--- src/rtl/ram_stream_reader.sv ---
// Walks LEN words of an async-read Ram from BASE and streams them out through a 2-entry skid FIFO.
// Optional bounds check against DEPTH is enabled by defining RAM_READER_BOUNDS_EN (adds the err port).
module ram_stream_reader #(
    parameter int AW    = 32,
    parameter int DW    = 32,
    parameter int CNT_W = 16,
    parameter int DEPTH = 1024
) (
    input  logic             clk,
    input  logic             rst_n,
    input  logic             start,
    input  logic [AW-1:0]    base,
    input  logic [CNT_W-1:0] len,
    output logic             busy,
    output logic             done,
    output logic [AW-1:0]    ram_addr,
    input  logic [DW-1:0]    ram_rdata,
    output logic             m_valid,
    output logic [DW-1:0]    m_data,
    output logic             m_last,
    input  logic             m_ready
`ifdef RAM_READER_BOUNDS_EN
    ,
    output logic             err
`endif
);

    typedef enum logic [1:0] {
        S_IDLE,
        S_RUN,
        S_DRAIN
    } state_t;

    if (DEPTH < 1) begin : g_depth_check
        $error("ram_stream_reader: DEPTH must be at least 1");
    end

    state_t             state_q, state_d;
    logic [AW-1:0]      addr_q, addr_d;
    logic [CNT_W-1:0]   remain_q, remain_d;
    logic               done_q, done_d;
    logic [1:0]         count_q;
    logic               wr_ptr_q;
    logic               rd_ptr_q;
    logic [DW-1:0]      data_q [2];
    logic [1:0]         last_q;
    logic               push;
    logic               pop;
    logic               last_in;

`ifdef RAM_READER_BOUNDS_EN
    logic               err_q, err_d;
    logic [AW:0]        end_addr;
    logic               reject;

    // End address is formed one bit wider so a base near the top of the space cannot wrap past the check.
    assign end_addr = {1'b0, base} + (AW+1)'(len);
    assign reject   = end_addr > (AW+1)'(DEPTH);
    assign err      = err_q;
`endif

    assign pop      = (count_q != 2'd0) && m_ready;
    // A full FIFO may still accept a word on the same edge the head leaves.
    assign push     = (state_q == S_RUN) && ((count_q != 2'd2) || pop);
    assign last_in  = (remain_q == CNT_W'(1));

    assign busy     = (state_q != S_IDLE);
    assign done     = done_q;
    assign ram_addr = addr_q;
    assign m_valid  = (count_q != 2'd0);
    assign m_data   = m_valid ? data_q[rd_ptr_q] : '0;
    assign m_last   = m_valid && last_q[rd_ptr_q];

    always_comb begin
        state_d  = state_q;
        addr_d   = addr_q;
        remain_d = remain_q;
        done_d   = 1'b0;
`ifdef RAM_READER_BOUNDS_EN
        err_d    = 1'b0;
`endif
        case (state_q)
            S_IDLE: begin
                if (start) begin
`ifdef RAM_READER_BOUNDS_EN
                    if (reject) begin
                        err_d = 1'b1;
                    end else
`endif
                    if (len == '0) begin
                        done_d = 1'b1;
                    end else begin
                        state_d  = S_RUN;
                        addr_d   = base;
                        remain_d = len;
                    end
                end
            end
            S_RUN: begin
                if (push) begin
                    addr_d   = addr_q + 1'b1;
                    remain_d = remain_q - 1'b1;
                    if (last_in) begin
                        state_d = S_DRAIN;
                    end
                end
            end
            S_DRAIN: begin
                if (pop && last_q[rd_ptr_q]) begin
                    state_d = S_IDLE;
                    done_d  = 1'b1;
                end
            end
            default: state_d = S_IDLE;
        endcase
    end

    always_ff @(posedge clk) begin
        if (!rst_n) begin
            state_q  <= S_IDLE;
            addr_q   <= '0;
            remain_q <= '0;
            done_q   <= 1'b0;
            count_q  <= 2'd0;
            wr_ptr_q <= 1'b0;
            rd_ptr_q <= 1'b0;
            last_q   <= 2'b00;
            for (int i = 0; i < 2; i++) begin
                data_q[i] <= '0;
            end
`ifdef RAM_READER_BOUNDS_EN
            err_q    <= 1'b0;
`endif
        end else begin
            state_q  <= state_d;
            addr_q   <= addr_d;
            remain_q <= remain_d;
            done_q   <= done_d;
            count_q  <= count_q + {1'b0, push} - {1'b0, pop};
            wr_ptr_q <= wr_ptr_q ^ push;
            rd_ptr_q <= rd_ptr_q ^ pop;
            if (push) begin
                data_q[wr_ptr_q] <= ram_rdata;
                last_q[wr_ptr_q] <= last_in;
            end
`ifdef RAM_READER_BOUNDS_EN
            err_q    <= err_d;
`endif
        end
    end

endmodule
--- config.mk ---
export PLATFORM = sky130hd
export DESIGN_NAME = ram_stream_reader
export DESIGN_NICKNAME = d
export VERILOG_FILES = /design/src/rtl/ram_stream_reader.sv
export SDC_FILE = /design/constraint.sdc
export NUM_CORES = 1
export LEC_CHECK = 0
export ABC_AREA = 1
export CAP_MARGIN = 10
export CELL_PAD_IN_SITES_DETAIL_PLACEMENT = 1
export CELL_PAD_IN_SITES_GLOBAL_PLACEMENT = 1
export CORE_AREA = 2 2 136 138
export DETAILED_ROUTE_END_ITERATION = 10
export DIE_AREA = 0 0 138 140
export MAX_ROUTING_LAYER = met4
export PLACE_DENSITY = 0.86
export SLEW_MARGIN = 40
export SYNTH_ARGS = -nofsm -noshare
export SYNTH_HDL_FRONTEND = slang
export SYNTH_SLANG_ARGS = --single-unit
--- constraint.sdc ---
create_clock -name clk -period 3.8 [get_ports clk]
set_clock_uncertainty 0.15 [all_clocks]
set_input_delay 0.95 -clock clk [delete_from_list [all_inputs] [get_ports clk]]
set_output_delay 0.95 -clock clk [all_outputs]
set_load 0.1 [all_outputs]
* Word-level counts from Yosys, hierarchy flattened
Memories as Yosys holds them, arrays and structs flattened. A register that Yosys moved wholly into a read port is not among the register bits.
Index checks and enable logic that the tools add are counted.
** Word-level totals
- Memories kept :: 1
- Output and inout port bits :: 68
- Bits in registers :: 57
- Logic and storage cells :: 73
- Bits of input ports :: 84
- RAM bits :: 64
** Memory list
- data_q :: words 2, bits a word 32, read ports 1, clocked after Yosys merged registers in 1, wr ports 2, RTL line 45 : logic [DW-1:0] data_q [2];
** Operators by class
- $add $sub $neg :: 4
- Multiplexer cells :: 32
- Reduce and logical (&&, ||, !) cells :: 14
- Bitwise gates (word level) :: 2
- $lt $le $gt $ge :: 3
- Equality and inequality tests :: 9
** Operators with widths (number)
- 32-bit two-way mux :: 5
- 32-bit one-hot mux with 2 select lines :: 1
- 16-bit two-way mux :: 3
- 32-bit by 1-bit adder with 32-bit output, second input constant :: 1
- 16-bit one-hot mux with 2 select lines :: 1
- 32-bit OR reduction :: 1
- 16-bit by 1-bit == test with 1-bit output, second input constant :: 1
- 16-bit logical NOT :: 1
- 16-bit by 1-bit subtractor with 16-bit output, second input constant :: 1
- 1-bit two-way mux :: 13
- 2-bit inequality test, second input constant :: 6
- 2-bit two-way mux :: 5
- 2-bit one-hot mux with 3 select lines :: 1
- 2-bit nonzero test :: 3
- 1-bit logical AND :: 5
- 5-bit AND reduction :: 1
- 1-bit by 2-bit < comparator with 1-bit output, second input constant :: 2
- 4-bit AND reduction :: 1
- 2-bit by 1-bit adder with 2-bit output :: 1
- 2-bit bitwise mux :: 1
- 2-bit by 1-bit == test with 1-bit output, second input constant :: 1
- 2-bit == test, second input constant :: 1
- 2-bit logical NOT :: 1
- 1-bit one-hot mux with 2 select lines :: 1
- other kinds (5) :: 6

* Longest topological paths before layout
Gate-level depths: netlist of run 1.
- Word-level depth :: 9
- Mapped depth :: 11
- Mapped depth without buffers :: 11

* Least setup slack after synthesis of run 1
No wires, ideal clock.
- Path kind :: reg-to-output
- Start :: reg with a tool-made name
- End :: out m_data[10]
- Setup slack :: 368 ps
- Stages on the path, launching flop included :: 6
- Buffers on the path :: 2
- Arrival :: 2332 ps
- Cell sequence :: dfxtp_1 clkbuf_1 inv_1 clkbuf_1 nand2_1 a21oi_1
** RTL lines
- end: declaration :: RTL line 19 : output logic [DW-1:0] m_data,

* Worst setup path in the final report of run 1
- Start :: reg state_q[0]
- End :: out busy
** On the way
- Longest elaborated chain between the ends :: 1
** Ends and longest elaborated chain
- start: declaration :: RTL line 38 : state_t state_q, state_d;
- start signal: assignment :: RTL line 135 : state_q <= state_d;
- 2-bit nonzero test :: RTL line 67 : assign busy = (state_q != S_IDLE);
- end: declaration :: RTL line 14 : output logic busy,
No other way between the ends.

==> out/qor.yml, run 1 <==
outcome:
  status: "finished, final reports clean"
timing:
  worst_pin_slew_ns: 0.730
  worst_hold_slack_ns: 0.354
  tns_ns: 0
  fin_crit_ns: 3.15
  relSlewSlack: 0.512
  hold_viol: 0
  maxSlewViolCount: 0
  fin_ws_ns: 0.652
  setup_viol: 0
  max_freq_ghz: 0.318
  min_period_over_period: 0.828
  grt_setup_unrepaired: "false"
synth:
  synth_top_cells_by_area: "edfxtp_1, dfxtp_1, nand2_1, nor2_1, a21oi_1"
  netlist_area_sq_mm: 0.00681
  syn-num-nets: 1099
  synth.distinct_cells: 30
  synth_ff_type: "edfxtp_1"
  avgSynthCellArea_sq_um: 6.76
  ys_ff_latch: 122
  synth_edf_count: 64
  synth_area_leader_cell: "edfxtp_1"
  async_reset_ff_frac: 0
  synthDominantCellAreaShare: 0.282
  synth_cells: 1008
  ys_seq_area_frac: 0.452
  ys.warnings.count: 0
placed_design:
  hpwl_mm: 17.1
  portBuffers: 151
  dpl_cell_area_sq_mm: 0.00878
  gp_congestion: 0.948
  place_ws_ns: 0.660
detailed_routing:
  routedWlPerCell_um: 17.1
  ant_nets: 0
  drc: 0
  firstDrtPassIters: 5
  drt_iter0_markers: 371
  num_vias: 7180
  wirelength_mm: 23.8
  drt-vias-per-instance: 5.16
worst_setup_path:
  crit_buf_inv: 3
  start_kind: "flip-flop"
  reg2reg_slack_ns: 1.02
  slowest_delay_ns: 0.70
  r2r_cells: 9
  crit_arrival_ns: 2.05
  path_cells: "buf_4 > nor2_1 > clkinv_1 > buf_4"
  cp_slowest_cell: "dfxtp_1"
  crit_top_cell: "buf_4"
  cp_max_fo: 19
  end_kind: "primary output"
  r2r_start: "state_q[0]"
  crit_type: "flip-flop to primary output"
  worst_ep_required_time_ns: 2.70
  reg2reg_to: "ram_addr[2]"
  path_delay_family: "buffers and inverters"
clocking:
  clock_path_buffers: 2
  htree_levels: 4
  clk_pin_slew_ns: 0.06
  clk_latency_ns: 0.42
  cts_buffers: 17
  root_buffer: "clkbuf_16"
  cts_tree: "yes"
  numClockSinks: 122
  holdBufCountCts: 0
  cts_setup_buffers: 0
  cts_resized: 0
min_path:
  hold_depth: 1
  min_path_type: "flip-flop to flip-flop"
  min_from: "count_q[1]"
  hold_end: "count_q[1]"
finish:
  finalInstanceArea_sq_mm: 0.00939
  drive_gt1_frac: 0.107
  area_growth_pct: 37.8
  post-route-util: 0.528
  nNetsFinal: 1241
  diodes: 0
floorplanning:
  die_area_sq_mm: 0.0193
  start_util: 0.383
  core_area_sq_mm: 0.0178
  die_x_um: 138
  ios: 152
  fp.dieH_um: 140
  num_rows: 49
power:
  ir_drop_mv: 0.668
  p_leak_uw: 0.00384
  p_per_area_mw_per_mm2: 967
  switching_share: 0.538
  net-switching-power_uw: 4880
  combPwrFrac: 0.568
  pwr-share-seq: 0.246
  power_frac_clock: 0.186
  power.internal_uw: 4200
global_route:
  grt_pass1_vias: 7431
  grt_max_degree: 55
  grt-ovfl-total: 0
  antenna_found_initial: 0
  grt_usage: 0.255
  grt_pass1_wl_mm: 38.3
flow_run:
  cap_violations: 0
-- cell families (layout without fill, tap and decap cells) --
| logic type | after synthesis | in the layout | synth area share |
|---|---|---|---|
| adders and majority gates | 7 | 7 | 0.0129 |
| DFF | 122 | 122 | 0.452 |
| buffers and inverters | 139 | 294 | 0.0790 |
| and+or+nand+nor | 603 | 603 | 0.351 |
| AOI/OAI and AO/OA | 135 | 135 | 0.102 |
| xor gates and xnor gates | 2 | 2 | 0.00257 |
-- placed cells by master, fill, tap and decap left out, types with 3 or more instances in the layout --
cell	Yosys	final
nand4_1	8	8
clkdlybuf4s50_1	0	83
inv_2	3	3
ha_1	7	7
nor3_1	3	3
dfxtp_1	58	58
bufinv_16	0	3
nand2_1	291	291
buf_12	0	32
buf_4	1	49
clkinvlp_4	0	3
or2_2	3	3
a21oi_1	85	85
nand3_1	63	63
inv_1	92	92
inv_6	0	6
edfxtp_1	64	64
nor2_1	229	228
clkbuf_16	0	17
o21ai_0	41	41
-- per-layer routing --
layer | wire, um | GRT usage
met1 | 10300 | 0.309
met2 | 11900 | 0.429
met3 | 970 | 0.0400
met4 | 675 | 0.102
met5 | 0 | -
-- power by group through the flow --
stage               Sequential (uW)  Combinational [uW]  Clock (uW)
finish                         2230                5160        1690
global route                   2290                5500        1770
CTS                            2220                5180        1710
detailed placement             2240                5130           0
global placement               2220                5030           0
floorplan                      3100                2700           0
-- cell type report --
cell class | instances | area (sq um)
inverter | 97 | 364
multi-input combinational | 747 | 3200
clock buffer | 17 | 425
tap | 229 | 287
fill | 2252 | 8390
sequential | 122 | 3080
timing repair buffer | 165 | 1840
clock inverter | 15 | 188
-- flip-flops by register name, indices dropped and copies added (netlist names), named ones only --
name / count
data_q: 64
ram_addr: 32
remain_q: 16
count_q: 2
last_q: 2
state_q: 2
done: 1
rd_ptr_q: 1
wr_ptr_q: 1
-- cell usage after synthesis (2+ instances only) --
cell and n:
ha_1 7, dfxtp_1 58, inv_2 3, o21ai_0 41, nor3_1 3, inv_1 92, buf_2 10, nand2_1 291
o22ai_1 2, a31oi_1 2, or2_2 3, nand3b_1 2, nor2_1 229, clkbuf_1 30, o31ai_1 2, nor2_2 2
nand4_1 8, edfxtp_1 64, a21oi_1 85, clkinv_1 2, nand3_1 63
-- metrics by stage --
stage	std cells	total power, uW
floorplan	1008	5800
global placement	1360	7250
detailed placement	1360	7380
CTS	1392	9120
global route	1392	9560
finish	1392	9080
-- worst max path at each step --
stage                     from         end  slack [ns]  depth (start not counted)
global route         flip-flop  m_data[23]        0.54                          5
global placement         rst_n  state_q[1]        0.67                          4
finish              state_q[0]        busy        0.65                          4
detailed placement       rst_n  state_q[1]        0.66                          4
floorplan            flip-flop  m_data[10]        0.37                          5
CTS                  flip-flop  m_data[23]        0.65                          5
(Power assumes the default switching activity.)
==> run 2: changes to the inputs <==
- CORE_AREA: 2 2 136 138 -> 2 2 149 151
- DIE_AREA: 0 0 138 140 -> 0 0 151 153
- PLACE_DENSITY: 0.86 -> 0.77
- clock period: 3.8 -> 2.6 ns (I/O delays scaled with it)
==> run 2 against run 1 <==
Compared with the run above: count of clock-buffer cells in the layout unchanged; sequential share of layout area decreased by 1.4 points; critical endpoint is now m_data[30]; setup slack got worse by 0.51 ns.
==> out/qor.yml, run 2 (same netlist as run 1, synthesis figures left out) <==
clocking:
  cts_buffers: 17  # unchanged
  htree_levels: 4  # unchanged
  cts_tree: "yes"  # unchanged
  root_buffer: "clkbuf_16"  # unchanged
  clk_latency_ns: 0.42  # about the same
  clk_pin_slew_ns: 0.06  # about the same
  numClockSinks: 122  # unchanged
  cts_resized: 0  # unchanged
  cts_setup_buffers: 0  # unchanged
  holdBufCountCts: 0  # unchanged
  clock_path_buffers: 2  # unchanged
floorplanning:
  start_util: 0.317  # was 0.383
  die_x_um: 151  # was 138 um
  fp.dieH_um: 153  # was 140 um
  core_area_sq_mm: 0.0215  # was 0.0178 sq mm
  num_rows: 54  # was 49
  die_area_sq_mm: 0.0231  # was 0.0193 sq mm
  ios: 152  # unchanged
power:
  p_per_area_mw_per_mm2: 1380  # was 967 mW/mm^2
  ir_drop_mv: 0.853  # was 0.668 mV
  p_leak_uw: 0.00396  # was 0.00384 uW
finish:
  multi_input_area_sq_mm: 0.00333  # was 0.00320 sq mm
  regMostFlops: "data_q"  # unchanged
  area_growth_pct: 44.2  # was 37.8%
  nNetsFinal: 1257  # was 1241
  layout_commonest_cell: "nand2_1"  # unchanged
  drive_gt1_frac: 0.149  # was 0.107
  final_cell_mix: "nand2_1, nor2_1, inv_1"  # unchanged
  fillers: 2657  # was 2252
  largest_reg_flops: 64  # unchanged
  ff_latch_area_sq_mm: 0.00308  # unchanged
worst_setup_path:
  start_kind: "flip-flop"  # unchanged
  reg2reg_slack_ns: 0.37  # was 1.02 ns
  reg2reg_to: "ram_addr[10]"  # was ram_addr[2]
  cp_max_fo: 20  # was 19
  worst_ep_required_time_ns: 1.80  # was 2.70 ns
  path_delay_family: "buffers and inverters"  # unchanged
  cp_slowest_cell: "dfxtp_1"  # unchanged
  crit_buf_inv: 2  # was 3
  critical_path.endpoint: "m_data[30]"  # was busy
  path_cells: "buf_4 > nand2_1 > a21oi_2 > buf_12"  # was buf_4 > nor2_1 > clkinv_1 > buf_4
  slowest_delay_ns: 0.40  # was 0.70 ns
  crit_type: "flip-flop to primary output"  # unchanged
  r2r_start: "ram_addr[1]"  # was state_q[0]
  r2r_cells: 10  # was 9
  end_kind: "primary output"  # unchanged
  crit_arrival_ns: 1.66  # was 2.05 ns
  crit_cells: 4  # unchanged
detailed_routing:
  drc: 0  # unchanged
  wirelength_mm: 24.2  # was 23.8 mm
  firstDrtPassIters: 4  # was 5
  num_vias: 7190  # was 7180
  drt-vias-per-instance: 4.92  # was 5.16
  drt_iter0_markers: 350  # was 371
  ant_nets: 0  # unchanged
  routedWlPerCell_um: 16.6  # was 17.1 um
timing:
  maxSlewViolCount: 0  # unchanged
  setup_viol: 0  # unchanged
  relSlewSlack: 0.737  # was 0.512
  min_period_over_period: 0.946
  max_freq_ghz: 0.407
  worst_pin_slew_ns: 0.393  # was 0.730 ns
  tns_ns: 0  # unchanged
  worst_hold_slack_ns: 0.342  # was 0.354 ns
  hold_viol: 0  # unchanged
  grt_setup_unrepaired: "false"  # unchanged
  fin_crit_ns: 2.46
global_route:
  antenna_found_initial: 1  # was 0
  grt_pass1_wl_mm: 38.8  # was 38.3 mm
  grt_pass1_vias: 7549  # was 7431
  grt_max_degree: 49  # was 55
  grt-ovfl-total: 0  # unchanged
  grt_usage: 0.221  # was 0.255
placed_design:
  portBuffers: 151  # unchanged
  gp_congestion: 0.934  # was 0.948
  hpwl_mm: 17.8  # was 17.1 mm
min_path:
  min_path_type: "flip-flop to flip-flop"  # unchanged
flow_run:
  cap_violations: 0  # unchanged
outcome:
  status: "finished, final reports clean"  # unchanged
[run 2: cell types whose count changed in the layout (fill, tap and decap cells not counted), moves of 2 or more]
cell / before / now
buf_4: 49 / 55
inv_8: 0 / 3
a21oi_1: 85 / 52
bufinv_16: 3 / 1
nand2_2: 0 / 2
buf_12: 32 / 43
nand2_1: 291 / 289
a21oi_2: 0 / 33
[run 2: tightest hold or removal path: cells and delay by family, from the launching register on]
family | cells | cell delay [ns]
AO/OA/AOI/OAI | 1 | 0.05
buffers and inverters | 1 | 0.06
flip-flops | 1 | 0.34
[run 2: metal layers]
layer  wire length, um  up-vias  track usage
li1                  -     3547            -
met1             10300     3460        0.254
met2             12400      145        0.385
met3               888       38       0.0421
met4               556        0       0.0739
met5                 0        -            -
[run 2: area by class of cell]
class                           instances  share of cell area
Antenna cell                            1            0.000255
Clock buffer                           17              0.0433
Clock inverter                         15              0.0158
Inverter                               97              0.0374
Multi-Input combinational cell        747               0.339
Sequential cell                       122               0.314
Tap cell                              280              0.0357
Timing Repair Buffer                  181               0.214
[run 2: worst min-delay path by stage]
stage,startpoint,end,slack (ns),cells after the start
final,remain_q[6],remain_q[6],0.34,2
after global routing,remain_q[6],remain_q[6],0.39,2
after CTS,remain_q[6],remain_q[6],0.34,2
after detailed placement,remain_q[6],remain_q[6],0.33,2
after global placement,rd_ptr_q,rd_ptr_q,0.32,1
after floorplan,count_q[1],count_q[1],0.29,1
[run 2: metrics by stage]
stage / cell area (sq um) / power (uW) / std cells / utilization / setup slack, ns
6_report: 9820 / 13600 / 1460 / 0.457 / 0.141
5_1_grt: 9820 / 14400 / 1460 / 0.457 / 0.0477
2_1_floorplan: 6940 / 8610 / 1008 / - / 0.00336
4_1_cts: 9820 / 13700 / 1459 / 0.457 / 0.0345
3_3_place_gp: 9240 / 11100 / 1427 / 0.430 / 0.0217
3_5_place_dp: 9240 / 11300 / 1427 / 0.430 / 0.0167
[run 2: report_power, final]
part	leakage [uW]	switching, uW	internal, uW	total (uW)
registers	0.00114	582	2620	3200
clock network	0.000285	992	1350	2340
logic	0.00253	5710	2330	8050
total	0.00396	7290	6300	13600
==> run 3: changes to the inputs <==
- clock period: 2.6 -> 2.23 ns (I/O delays scaled with it)
==> run 3 against run 2 <==
Compared with the run above: the flow now finishes with violations (setup timing); design area increased by 14%; clock power grew 25%; sequential cell count did not move; die area stayed put; total power increased by 33%; setup slack worse by 0.18 ns; wire length rose by 14%.
==> out/qor.yml, run 3 (same netlist as run 1, synthesis figures left out) <==
finish:
  drive_gt1_frac: 0.208  # was 0.149
  regMostFlops: "data_q"  # unchanged
  layout_commonest_cell: "nand2_1"  # unchanged
  fillers: 2549  # was 2657
  final_cell_mix: "nand2_1, nor2_1, inv_1"  # unchanged
  area_growth_pct: 63.8  # was 44.2%
  largest_reg_flops: 64  # unchanged
  final_cells: 1505  # was 1460
  nNetsFinal: 1302  # was 1257
  finalInstanceArea_sq_mm: 0.0112  # was 0.00982 sq mm
outcome:
  status: "finished, violations left"  # was finished, final reports clean
  violations: "setup timing"
floorplanning:
  die_area_sq_mm: 0.0231  # unchanged
  start_util: 0.317  # unchanged
  num_rows: 54  # unchanged
  core_area_sq_mm: 0.0215  # unchanged
  fp.dieH_um: 153  # unchanged
  die_x_um: 151  # unchanged
  ios: 152  # unchanged
worst_setup_path:
  crit_cells: 5  # was 4
  crit_type: "flip-flop to primary output"  # unchanged
  path_cells: "clkinv_8 > clkbuf_16 > nand2_2 > a21oi_4 > buf_12"  # was buf_4 > nand2_1 > a21oi_2 > buf_12
  r2r_cells: 9  # was 10
  end_kind: "primary output"  # unchanged
  cp_max_fo: 6  # was 20
  r2r_start: "state_q[0]"  # was ram_addr[1]
  path_delay_family: "buffers and inverters"  # unchanged
  crit_arrival_ns: 1.56  # was 1.66 ns
  crit_buf_inv: 3  # was 2
  cp_slowest_cell: "dfxtp_4"  # was dfxtp_1
  slowest_delay_ns: 0.41  # was 0.40 ns
  worst_ep_required_time_ns: 1.52  # was 1.80 ns
  start_kind: "flip-flop"  # unchanged
timing:
  grt_setup_unrepaired: "true"  # was false
  tns_ns: -0.259  # was 0 ns
  fin_crit_ns: 2.26
  hold_viol: 0  # unchanged
  worst_pin_slew_ns: 0.418  # was 0.393 ns
  setup_viol: 23  # was 0
  min_period_over_period: 1.02
  maxSlewViolCount: 0  # unchanged
  fin_ws_ns: -0.0348  # was 0.141 ns
  max_freq_ghz: 0.442
  relSlewSlack: 0.720  # was 0.737
power:
  p_leak_uw: 0.00446  # was 0.00396 uW
  ir_drop_mv: 1.05  # was 0.853 mV
  p_total_uw: 18100  # was 13600 uW
  p_per_area_mw_per_mm2: 1620  # was 1380 mW/mm^2
placed_design:
  dpl_cell_area_sq_mm: 0.0101  # was 0.00924 sq mm
  portBuffers: 151  # unchanged
  hpwl_mm: 18.8  # was 17.8 mm
  place_inst: 1457  # was 1427
  gp_congestion: 0.891  # was 0.934
detailed_routing:
  drc: 0  # unchanged
  routedWlPerCell_um: 18.3  # was 16.6 um
  wirelength_mm: 27.5  # was 24.2 mm
  drt_iter0_markers: 353  # was 350
  drt-vias-per-instance: 4.93  # was 4.92
  num_vias: 7426  # was 7190
  firstDrtPassIters: 4  # unchanged
  ant_nets: 0  # unchanged
min_path:
  min_path_type: "flip-flop to flip-flop"  # unchanged
  hold_depth: 2  # unchanged
  min_from: "remain_q[6]"  # unchanged
global_route:
  grt_max_degree: 49  # unchanged
  grt_pass1_wl_mm: 42.1  # was 38.8 mm
  grt_usage: 0.244  # was 0.221
  grt_pass1_vias: 7755  # was 7549
  antenna_found_initial: 1  # unchanged
  grt-ovfl-total: 0  # unchanged
clocking:
  htree_levels: 4  # unchanged
  clk_latency_ns: 0.43  # was 0.42 ns
  clk_pin_slew_ns: 0.06  # about the same
  numClockSinks: 122  # unchanged
  holdBufCountCts: 0  # unchanged
  cts_buffers: 17  # unchanged
  root_buffer: "clkbuf_16"  # unchanged
  clock_path_buffers: 2  # unchanged
  cts_tree: "yes"  # unchanged
flow_run:
  cap_violations: 0  # unchanged
==> run 3: power by group <==
part	internal (uW)	total (uW)	leakage [uW]	switching [uW]
clock network	1780	2930	0.000296	1150
logic	4030	11300	0.00301	7240
registers	3080	3910	0.00115	837
total	8890	18100	0.00446	9230
==> run 3: cell type report <==
class	instances	area, sq um	share of cell area
Antenna cell	1	2.50	0.000224
Clock buffer	17	425	0.0381
Clock inverter	15	185	0.0166
Inverter	97	380	0.0341
Multi-Input combinational cell	747	3630	0.326
Sequential cell	122	3100	0.278
Tap cell	280	350	0.0314
Timing Repair Buffer	226	3080	0.276
==> run 3: metrics by stage <==
stage | utilization | worst slack, ns | hold WS [ns]
after global routing | 0.519 | -0.0666 | 0.371
after detailed placement | 0.468 | -0.364 | 0.335
after global placement | 0.468 | -0.239 | 0.320
final | 0.519 | -0.0348 | 0.340
after floorplan | - | -0.495 | 0.294
after CTS | 0.507 | -0.0460 | 0.345
==> run 3: worst reg2reg max path: cells and delay by family, from the launching register on <==
family        cells  cell delay (ns)
buf+inv           5             0.68
simple gates      4             0.59
flops             1             0.55
==> run 3: final timing paths <==
kind,endpoint,slack [ns]
hold reg to reg,remain_q[6],0.34
setup / recovery,m_data[20],-0.03
hold / removal,remain_q[6],0.34
setup reg to reg,data_q[1][5],0.09
==> run 3: per-layer routing <==
metal / share of wire / track usage / vias to the layer above
li1: - / - / 3628
met1: 0.43 / 0.296 / 3573
met2: 0.51 / 0.409 / 184
met3: 0.046 / 0.0487 / 41
met4: 0.021 / 0.0685 / 0
met5: 0 / - / -
==> run 3: timing repair <==
action                     4_1_cts  5_1_grt
pin swaps                        2       11
gates resized for setup         24       49
buffers inserted                 8        1
setup endpoints to repair       34       70
gates cloned                     4        3
